==> src/rtl/gnrc_therm_decoder.sv <==
// Two-stage thermometer-to-onehot/binary decoder with optional 3-tap majority
// bubble correction, valid/ready flow control and a saturating illegal-word counter.
module gnrc_therm_decoder #(
    parameter int N          = 7,
    parameter int M          = N + 1,
    parameter int W          = $clog2(N + 1),
    parameter bit BUBBLE_FIX = 1'b1,
    parameter int ERR_CNT_W  = 8
) (
    input  logic                 clk_i,
    input  logic                 rst_ni,
    input  logic                 clr_i,
    input  logic                 valid_i,
    output logic                 ready_o,
    input  logic [N-1:0]         therm_i,
    output logic                 valid_o,
    input  logic                 ready_i,
    output logic [M-1:0]         onehot_o,
    output logic [W-1:0]         bin_o,
    output logic                 bubble_o,
    output logic                 illegal_o,
    output logic [ERR_CNT_W-1:0] err_cnt_o
);

    function automatic logic non_mono(input logic [N-1:0] x);
        logic bad;
        bad = 1'b0;
        for (int k = 0; k < N - 1; k++)
            bad = bad | (~x[k] & x[k+1]);
        return bad;
    endfunction

    function automatic logic [W-1:0] popcnt(input logic [N-1:0] x);
        logic [W-1:0] cnt;
        cnt = '0;
        for (int k = 0; k < N; k++)
            cnt = cnt + W'(x[k]);
        return cnt;
    endfunction

    logic [N+1:0]         w_ext;
    logic [N-1:0]         w_maj;
    logic [N-1:0]         w_corr;
    logic                 w_raw_bad;
    logic                 w_ill;
    logic                 w_bub;
    logic                 w_ld1;
    logic                 w_ld2;
    logic [W-1:0]         w_bin;
    logic [M-1:0]         w_oh;

    logic                 r_v1;
    logic [N-1:0]         r_c1;
    logic                 r_bub1;
    logic                 r_ill1;
    logic                 r_v2;
    logic [W-1:0]         r_bin2;
    logic [M-1:0]         r_oh2;
    logic                 r_bub2;
    logic                 r_ill2;
    logic [ERR_CNT_W-1:0] r_err;

    // Virtual taps: below tap 0 reads as 1, above tap N-1 reads as 0.
    assign w_ext = {1'b0, therm_i, 1'b1};

    always_comb begin
        w_maj = '0;
        for (int k = 0; k < N; k++)
            w_maj[k] = (w_ext[k] & w_ext[k+1]) | (w_ext[k] & w_ext[k+2]) |
                       (w_ext[k+1] & w_ext[k+2]);
    end

    assign w_corr    = BUBBLE_FIX ? w_maj : therm_i;
    assign w_raw_bad = non_mono(therm_i);
    assign w_ill     = non_mono(w_corr);
    assign w_bub     = w_raw_bad & ~w_ill;

    assign w_bin = popcnt(r_c1);
    assign w_oh  = M'(1) << w_bin;

    assign w_ld2   = ~r_v2 | ready_i;
    assign w_ld1   = ~r_v1 | w_ld2;
    assign ready_o = w_ld1;

    always_ff @(posedge clk_i or negedge rst_ni) begin
        if (!rst_ni) begin
            r_v1   <= 1'b0;
            r_c1   <= '0;
            r_bub1 <= 1'b0;
            r_ill1 <= 1'b0;
        end else if (w_ld1) begin
            r_v1 <= valid_i;
            if (valid_i) begin
                r_c1   <= w_corr;
                r_bub1 <= w_bub;
                r_ill1 <= w_ill;
            end
        end
    end

    // Output data only changes when a new word moves in, so it holds under backpressure.
    always_ff @(posedge clk_i or negedge rst_ni) begin
        if (!rst_ni) begin
            r_v2   <= 1'b0;
            r_bin2 <= '0;
            r_oh2  <= '0;
            r_bub2 <= 1'b0;
            r_ill2 <= 1'b0;
        end else if (w_ld2) begin
            r_v2 <= r_v1;
            if (r_v1) begin
                r_bin2 <= w_bin;
                r_oh2  <= w_oh;
                r_bub2 <= r_bub1;
                r_ill2 <= r_ill1;
            end
        end
    end

    always_ff @(posedge clk_i or negedge rst_ni) begin
        if (!rst_ni)
            r_err <= '0;
        else if (clr_i)
            r_err <= '0;
        else if (r_v2 && ready_i && r_ill2 && !(&r_err))
            r_err <= r_err + 1'b1;
    end

    assign valid_o   = r_v2;
    assign onehot_o  = r_oh2;
    assign bin_o     = r_bin2;
    assign bubble_o  = r_bub2;
    assign illegal_o = r_ill2;
    assign err_cnt_o = r_err;

endmodule

==> config.mk <==
export PLATFORM = sky130hd
export DESIGN_NAME = gnrc_therm_decoder
export DESIGN_NICKNAME = d
export VERILOG_FILES = /design/src/rtl/gnrc_therm_decoder.sv
export SDC_FILE = /design/constraint.sdc
export NUM_CORES = 1
export LEC_CHECK = 0
export CAP_MARGIN = 10
export CORE_AREA = 2 2 64 66
export CTS_CLUSTER_SIZE = 12
export DETAILED_ROUTE_END_ITERATION = 10
export DIE_AREA = 0 0 66 68
export PLACE_DENSITY = 0.78
export SLEW_MARGIN = 25
export SYNTH_ARGS = -nofsm -noshare
export SYNTH_HDL_FRONTEND = slang
export SYNTH_SLANG_ARGS = --single-unit
==> constraint.sdc <==
create_clock -name clk_i -period 3 [get_ports clk_i]
set_input_delay 0.6 -clock clk_i [delete_from_list [all_inputs] [get_ports clk_i]]
set_output_delay 0.6 -clock clk_i [all_outputs]
set_load 0.01 [all_outputs]
; After elaboration in Yosys (flattened, before gate mapping)
; Index checks and enable logic that the tools add are counted.
[totals]
register_bits = 32
latch_bits = 0
ramBits = 0
mem_bits_ro = 0
out_inout_bits = 23
n_memories = 0
[op_classes]
add_sub_neg = 7
multipliers = 0
n_div = 0
order_cmp = 0
eq_ne = 0
n_shift = 1
mux = 2
n_bitwise = 63
n_reduce_logical = 8
[op_table]
columns = cell, count
row1 = $and A1 B1 Y1, 24
row2 = $or A1 B1 Y1, 24
row3 = $mux W8, 2
row4 = $not A1 Y1, 15
row5 = $add A3 B1 Y3, 4
row6 = $add A8 B1 Y8 const B, 1
row7 = $reduce_and A8 Y1, 1
row8 = $shl A1 B3 Y8 const A, 1
row9 = $reduce_and A2 Y1, 2
row10 = $add A2 B1 Y3, 1
row11 = $logic_and A1 B1 Y1, 3
row12 = $add A1 B1 Y2, 1
row13 = $reduce_bool A2 Y1, 1
row14 = $logic_not A1 Y1, 1

; Logic depth before layout (Yosys ltp)
[logic_depth]
depth_word = 12
mapped_depth = 10
depth_no_buf = 9

; Worst setup path after synthesis
; OpenSTA, ideal clock, no wires.
[synth_timing]
path_kind = flip-flop to flip-flop
from = reg r_c1[0]
to = reg r_oh2[0], in the netlist onehot_o[0]
arrival_ns = 2.644
required_time_ns = 2.890
path_slack_ns = 0.245
stages_incl_launch_ff = 9
path_buffers = 1
period_less_slack_ns = 2.755
path_cell_list = dfrtp_1 inv_1 fa_1 fa_1 fa_1 inv_1 fa_1 clkbuf_1 o41ai_1
[synth_via]
elab_chain_cells = 7
[synth_lines]
columns = element, line_no
row1 = "start, declared", 53  ; logic [N-1:0] r_c1;
row2 = "start signal, assigned", 94  ; r_c1 <= w_corr;
row3 = $add A1 B1 Y2, 37  ; cnt = cnt + W'(x[k]);
row4 = $add A2 B1 Y3, 37
row5 = $add A3 B1 Y3 (4 in a row), 37
row6 = net w_bin[1], 49  ; logic [W-1:0] w_bin;
row7 = $shl A1 B3 Y8, 79  ; assign w_oh = M'(1) << w_bin;
row8 = "end signal, assigned", 113  ; r_oh2 <= w_oh;
row9 = "end, declared", 58  ; logic [M-1:0] r_oh2;
; The timed path passes the listed nets, and every way through them passes these cells.
; A chain may end at the register's enable or synchronous reset.

; Final worst setup path
[layout_timing]
from = reg r_c1[0]
to = reg r_oh2[1], in the netlist onehot_o[1]
; Same word-level chain as after synthesis.

==> impl.org <==
** Drt
- Post-detailed-routing wire length :: 3160 um
- After detailed routing, the average wire length per cell comes to around 12 um.
- DRC marker count from the first detailed-route iteration :: 120
- Drc violations :: 0
- Antenna violation net count after detailed routing :: 0
- Via count :: ~1300
- DRT Pass-1 Iters :: 4
- Routed vias/inst :: between 5 and 6

** Setup path
- The slowest stage of the critical path is the sky130_fd_sc_hd__fa_1 cell.
- Type of the setup path with the least slack :: reg -> reg
- STA classifies the critical path startpoint as a flop.
- Number of cells traversed by the worst register-to-register path :: 7
- In this run the critical register-to-register path is launched from r_c1[0].
- Slowest Stage Delay on Critical Path :: ~0.54 ns
- Ordered list of cells on the worst path :: inv_1, fa_1, fa_1, fa_1, inv_1, fa_1, o41ai_2
- Crit path DAT :: around 3 ns
- Worst EP required :: approximately 3.2 ns
- CP max FO :: 8
- End of the worst register-to-register path :: onehot_o[1]
- Setup slack on the worst reg-to-reg path comes out at approximately 0.19 ns.
- Critical Path Most Common Cell :: sky130_fd_sc_hd__fa_1
- The worst setup path is captured at a flop.

** Global routing
- Entering global routing, the biggest net connects 33 pins.
- Overall routing resource usage :: ~16%
- For this run the aggregate overflow at the end of global routing stands at 0.
- Number of antenna violations at the first check in global routing :: 0
- The number of global-route vias before repair was roughly 1200.
- The first global-routing pass estimated roughly 5500 um of wire.

** Clock tree
- TritonCTS Buffers :: 5
- Clock insertion delay at the later pin of the skew report :: 0.28 ns
- TritonCTS built the clock tree.
- No sink is reached through more buffers than the 2 on the longest clock path.
- Number of hold buffers added after cts :: 0
- Post-CTS timing repair inserted 0 buffers for setup.
- The H-tree was split into 2 levels.
- Count of clock tree sinks :: 32
- Clock slew seen by the registers of the worst setup and hold paths :: approximately 0.06 ns
- Clock root buffer master :: sky130_fd_sc_hd__clkbuf_8

** Synthesis
- Netlist area before placement :: approximately 1600 um2
- Syn. warnings :: 0
- Avg Synthesized Cell Area :: 9.46 um2
- Counting every instance in the synthesized netlist gives 174.
- Of the synthesized area, sequential elements account for between 40% and 50%.
- Count of unique library cells instantiated by Yosys :: 34
- Counting flops and latches in the post-synthesis netlist gives 32.
- Post-synth net total :: 191

** Floorplan
- Die Y-Extent :: about 70 um
- Floorplan core area :: 3860 um2
- Die outline area :: around 4500 um2
- X dimension of the die :: roughly 66 um
- In this run the count of I/O pins placed on the die edge is 35.
- Effective utilization at floorplan :: between 40% and 50%
- Number of cell rows :: 23

** Power and ir drop
- P_int :: a little under 1000 uW
- The worst-case IR drop observed on VDD is 242 uV.
- Per report_power, the clock group accounts for 22.8% of the total.
- Of the total power, the share spent switching nets is 32.3%.
- The analysis attributes to net switching a power of about 470 uW.
- Leak Pwr :: 0.000938 uW
- Of the total power, combinational logic draws 37.6%.
- Power spread over the standard cell area amounts to a little under 700 nW/um2.
- Per report_power, the sequential group accounts for between 30% and 40% of the total.

** Timing
- Final Max Tran Viols :: 0
- Number of endpoints failing setup at the final stage :: 0
- Upper clock frequency limit :: 355 MHz
- Post-Route Skew :: 0.00550 ns
- Worst Hold Slack :: ~0.47 ns
- The smallest clock period supported by the final layout is computed as about 2.8 ns.
- Adding up every negative setup slack in the final design gives 0 ns.
- Final worst-path cycle share :: a little over nine tenths
- Relative max-transition margin :: 51.9%
- Measured slew at the worst slew-check pin :: between 0.7 and 0.8 ns
- The number of hold violations in the final report was 0.

** Placement
- Number of port buffers :: 34
- The congestion estimate from routability-driven global placement came to roughly 0.81.
- HPWL after DPL :: around 2300 um

** Layout
- Leaving out fill and tap cells, the most frequent cells in the layout are 34 x sky130_fd_sc_hd__clkdlybuf4s50_1, 32 x sky130_fd_sc_hd__dfrtp_1, 26 x sky130_fd_sc_hd__nand2_1.
- Number of diodes :: 0
- The area growth from synthesis to layout is 28.4%.
- Area taken by flip-flops and latches :: ~800 um2
- The final layout contains between 200 and 250 nets.
- The library cell used most frequently in the layout, excluding fill and tap cells, is sky130_fd_sc_hd__clkdlybuf4s50_1.
- The post-route netlist has under 10% of its cells at a drive strength greater than 1.
- Multi-input gate area in the final layout :: between 700 and 800 um2
- Measured on the finished design, the core utilization comes to a little over half.
- After filler insertion, the fill cell instance count of the layout stands at around 370.

** Run status
- Status :: completed

** Run
- Count of maximum capacitance violations :: 0

** Min path
- End of the worst hold path :: r_c1[5]
- Hold crit path type :: reg -> reg
- The startpoint identified for the worst hold timing path is r_c1[5].
- Worst hold path depth :: 2
## power by group through the flow
| stage | Sequential, uW | Clock (uW) | Combinational [uW] |
|---|---|---|---|
| after CTS | 582 | 342 | 539 |
| after detailed placement | 591 | 0 | 539 |
| after floorplan | 615 | 0 | 274 |
| after global routing | 591 | 369 | 624 |
| final | 580 | 333 | 550 |
| after global placement | 584 | 0 | 523 |
## final cells by class
| type | count | area share, % |
|---|---|---|
| timing repair buffer | 35 | 16.5 |
| multi-input combinational | 117 | 35.9 |
| sequential | 32 | 37.9 |
| clock buffer | 8 | 4.26 |
| inverter | 14 | 2.49 |
| tap | 50 | 2.96 |
## critical path, delay by kind of cell, from the launching register on
| kind | cells | cell delay, ns |
|---|---|---|
| compound gates | 1 | 0.38 |
| fa+ha+maj | 4 | 1.86 |
| buf+inv | 2 | 0.13 |
| flops | 1 | 0.34 |
## how the worst max path moves through the flow
stage	from	endpoint	slack, ns	cells past startpoint
floorplan	r_c1[0]	onehot_o[0]	0.25	8
global placement	r_c1[0]	onehot_o[1]	0.25	7
detailed placement	r_c1[0]	onehot_o[1]	0.12	7
CTS	r_c1[0]	onehot_o[1]	0.12	7
global route	r_c1[0]	onehot_o[5]	-0.001	9
finish	r_c1[0]	onehot_o[1]	0.19	7
## logic make-up (layout without fill, tap and decap cells)
family                     Yosys count  count (layout)  synth area share [%]
AOI/OAI and AO/OA                   43              43                  17.0
and+or+nand+nor                     61              61                  17.6
DFF                                 32              32                  48.7
adders and majority gates            5               5                  5.63
muxes                                6               6                  3.95
xor gates and xnor gates             2               2                  1.06
buffers and inverters               25              57                  6.08
## layer usage
| metal | GRT usage [%] | vias to the layer above | wire, um |
|---|---|---|---|
| met5 | 0 | - | 0 |
| met4 | 8.42 | 0 | 71 |
| met3 | 4.44 | 5 | 108 |
| met2 | 26.4 | 36 | 1500 |
| met1 | 20.6 | 610 | 1470 |
| li1 | - | 657 | - |
## state kept, by name (all words and copies together), names as in the netlist
| register | cells |
|---|---|
| valid_o | 1 |
| bubble_o | 1 |
| r_bub1 | 1 |
| illegal_o | 1 |
| onehot_o | 8 |
| r_ill1 | 1 |
| bin_o | 3 |
| r_c1 | 7 |
| r_v1 | 1 |
| err_cnt_o | 8 |
## metrics by stage
| stage | cell area [um2] | setup WS [ns] | power [uW] | cells |
|---|---|---|---|---|
| finish | 2110 | 0.186 | 1460 | 256 |
| global route | 2110 | -0.00105 | 1580 | 256 |
| CTS | 2100 | 0.118 | 1460 | 256 |
| detailed placement | 2010 | 0.123 | 1130 | 248 |
| global placement | 2010 | 0.253 | 1110 | 248 |
| floorplan | 1650 | 0.245 | 888 | 174 |
## cells in the mapped netlist
| cell type | number | area (um2) |
|---|---|---|
| sky130_fd_sc_hd__dfrtp_1 | 32 | 801 |
| sky130_fd_sc_hd__nand2_1 | 26 | 97.6 |
| sky130_fd_sc_hd__a21oi_1 | 15 | 75.1 |
| sky130_fd_sc_hd__inv_1 | 14 | 52.6 |
| sky130_fd_sc_hd__nor2_1 | 13 | 48.8 |
| sky130_fd_sc_hd__o31ai_1 | 9 | 67.6 |
| sky130_fd_sc_hd__nand2b_1 | 7 | 43.8 |
| sky130_fd_sc_hd__o21ai_0 | 7 | 35.0 |
| sky130_fd_sc_hd__buf_2 | 5 | 25.0 |
| sky130_fd_sc_hd__clkbuf_1 | 5 | 18.8 |
| sky130_fd_sc_hd__fa_1 | 4 | 80.1 |
| sky130_fd_sc_hd__mux2_2 | 4 | 45.0 |
| sky130_fd_sc_hd__nand3_1 | 3 | 15.0 |
| sky130_fd_sc_hd__a211oi_1 | 2 | 15.0 |
| sky130_fd_sc_hd__and3_1 | 2 | 12.5 |
| sky130_fd_sc_hd__mux2i_1 | 2 | 20.0 |
| sky130_fd_sc_hd__nand3b_1 | 2 | 15.0 |
| sky130_fd_sc_hd__nor2b_1 | 2 | 12.5 |
| sky130_fd_sc_hd__nor3_1 | 2 | 10.0 |
| sky130_fd_sc_hd__o41ai_1 | 2 | 17.5 |
| sky130_fd_sc_hd__or3_1 | 2 | 12.5 |
| sky130_fd_sc_hd__xor2_1 | 2 | 17.5 |
| sky130_fd_sc_hd__a211o_1 | 1 | 8.76 |
| sky130_fd_sc_hd__a21o_1 | 1 | 7.51 |
| sky130_fd_sc_hd__a311oi_1 | 1 | 8.76 |
| sky130_fd_sc_hd__a31o_2 | 1 | 8.76 |
| sky130_fd_sc_hd__a31oi_1 | 1 | 6.26 |
| sky130_fd_sc_hd__a32o_1 | 1 | 10.0 |
| sky130_fd_sc_hd__a41o_1 | 1 | 10.0 |
| sky130_fd_sc_hd__and3_4 | 1 | 11.3 |
| sky130_fd_sc_hd__and4_4 | 1 | 11.3 |
| sky130_fd_sc_hd__buf_1 | 1 | 3.75 |
| sky130_fd_sc_hd__ha_1 | 1 | 12.5 |
| sky130_fd_sc_hd__o2111ai_1 | 1 | 8.76 |
## what timing repair did
item,in CTS,in global routing
endpoints found under the hold margin,0,0
setup endpoints to repair,0,2
resized for setup,0,2
(Power assumes the default switching activity.)
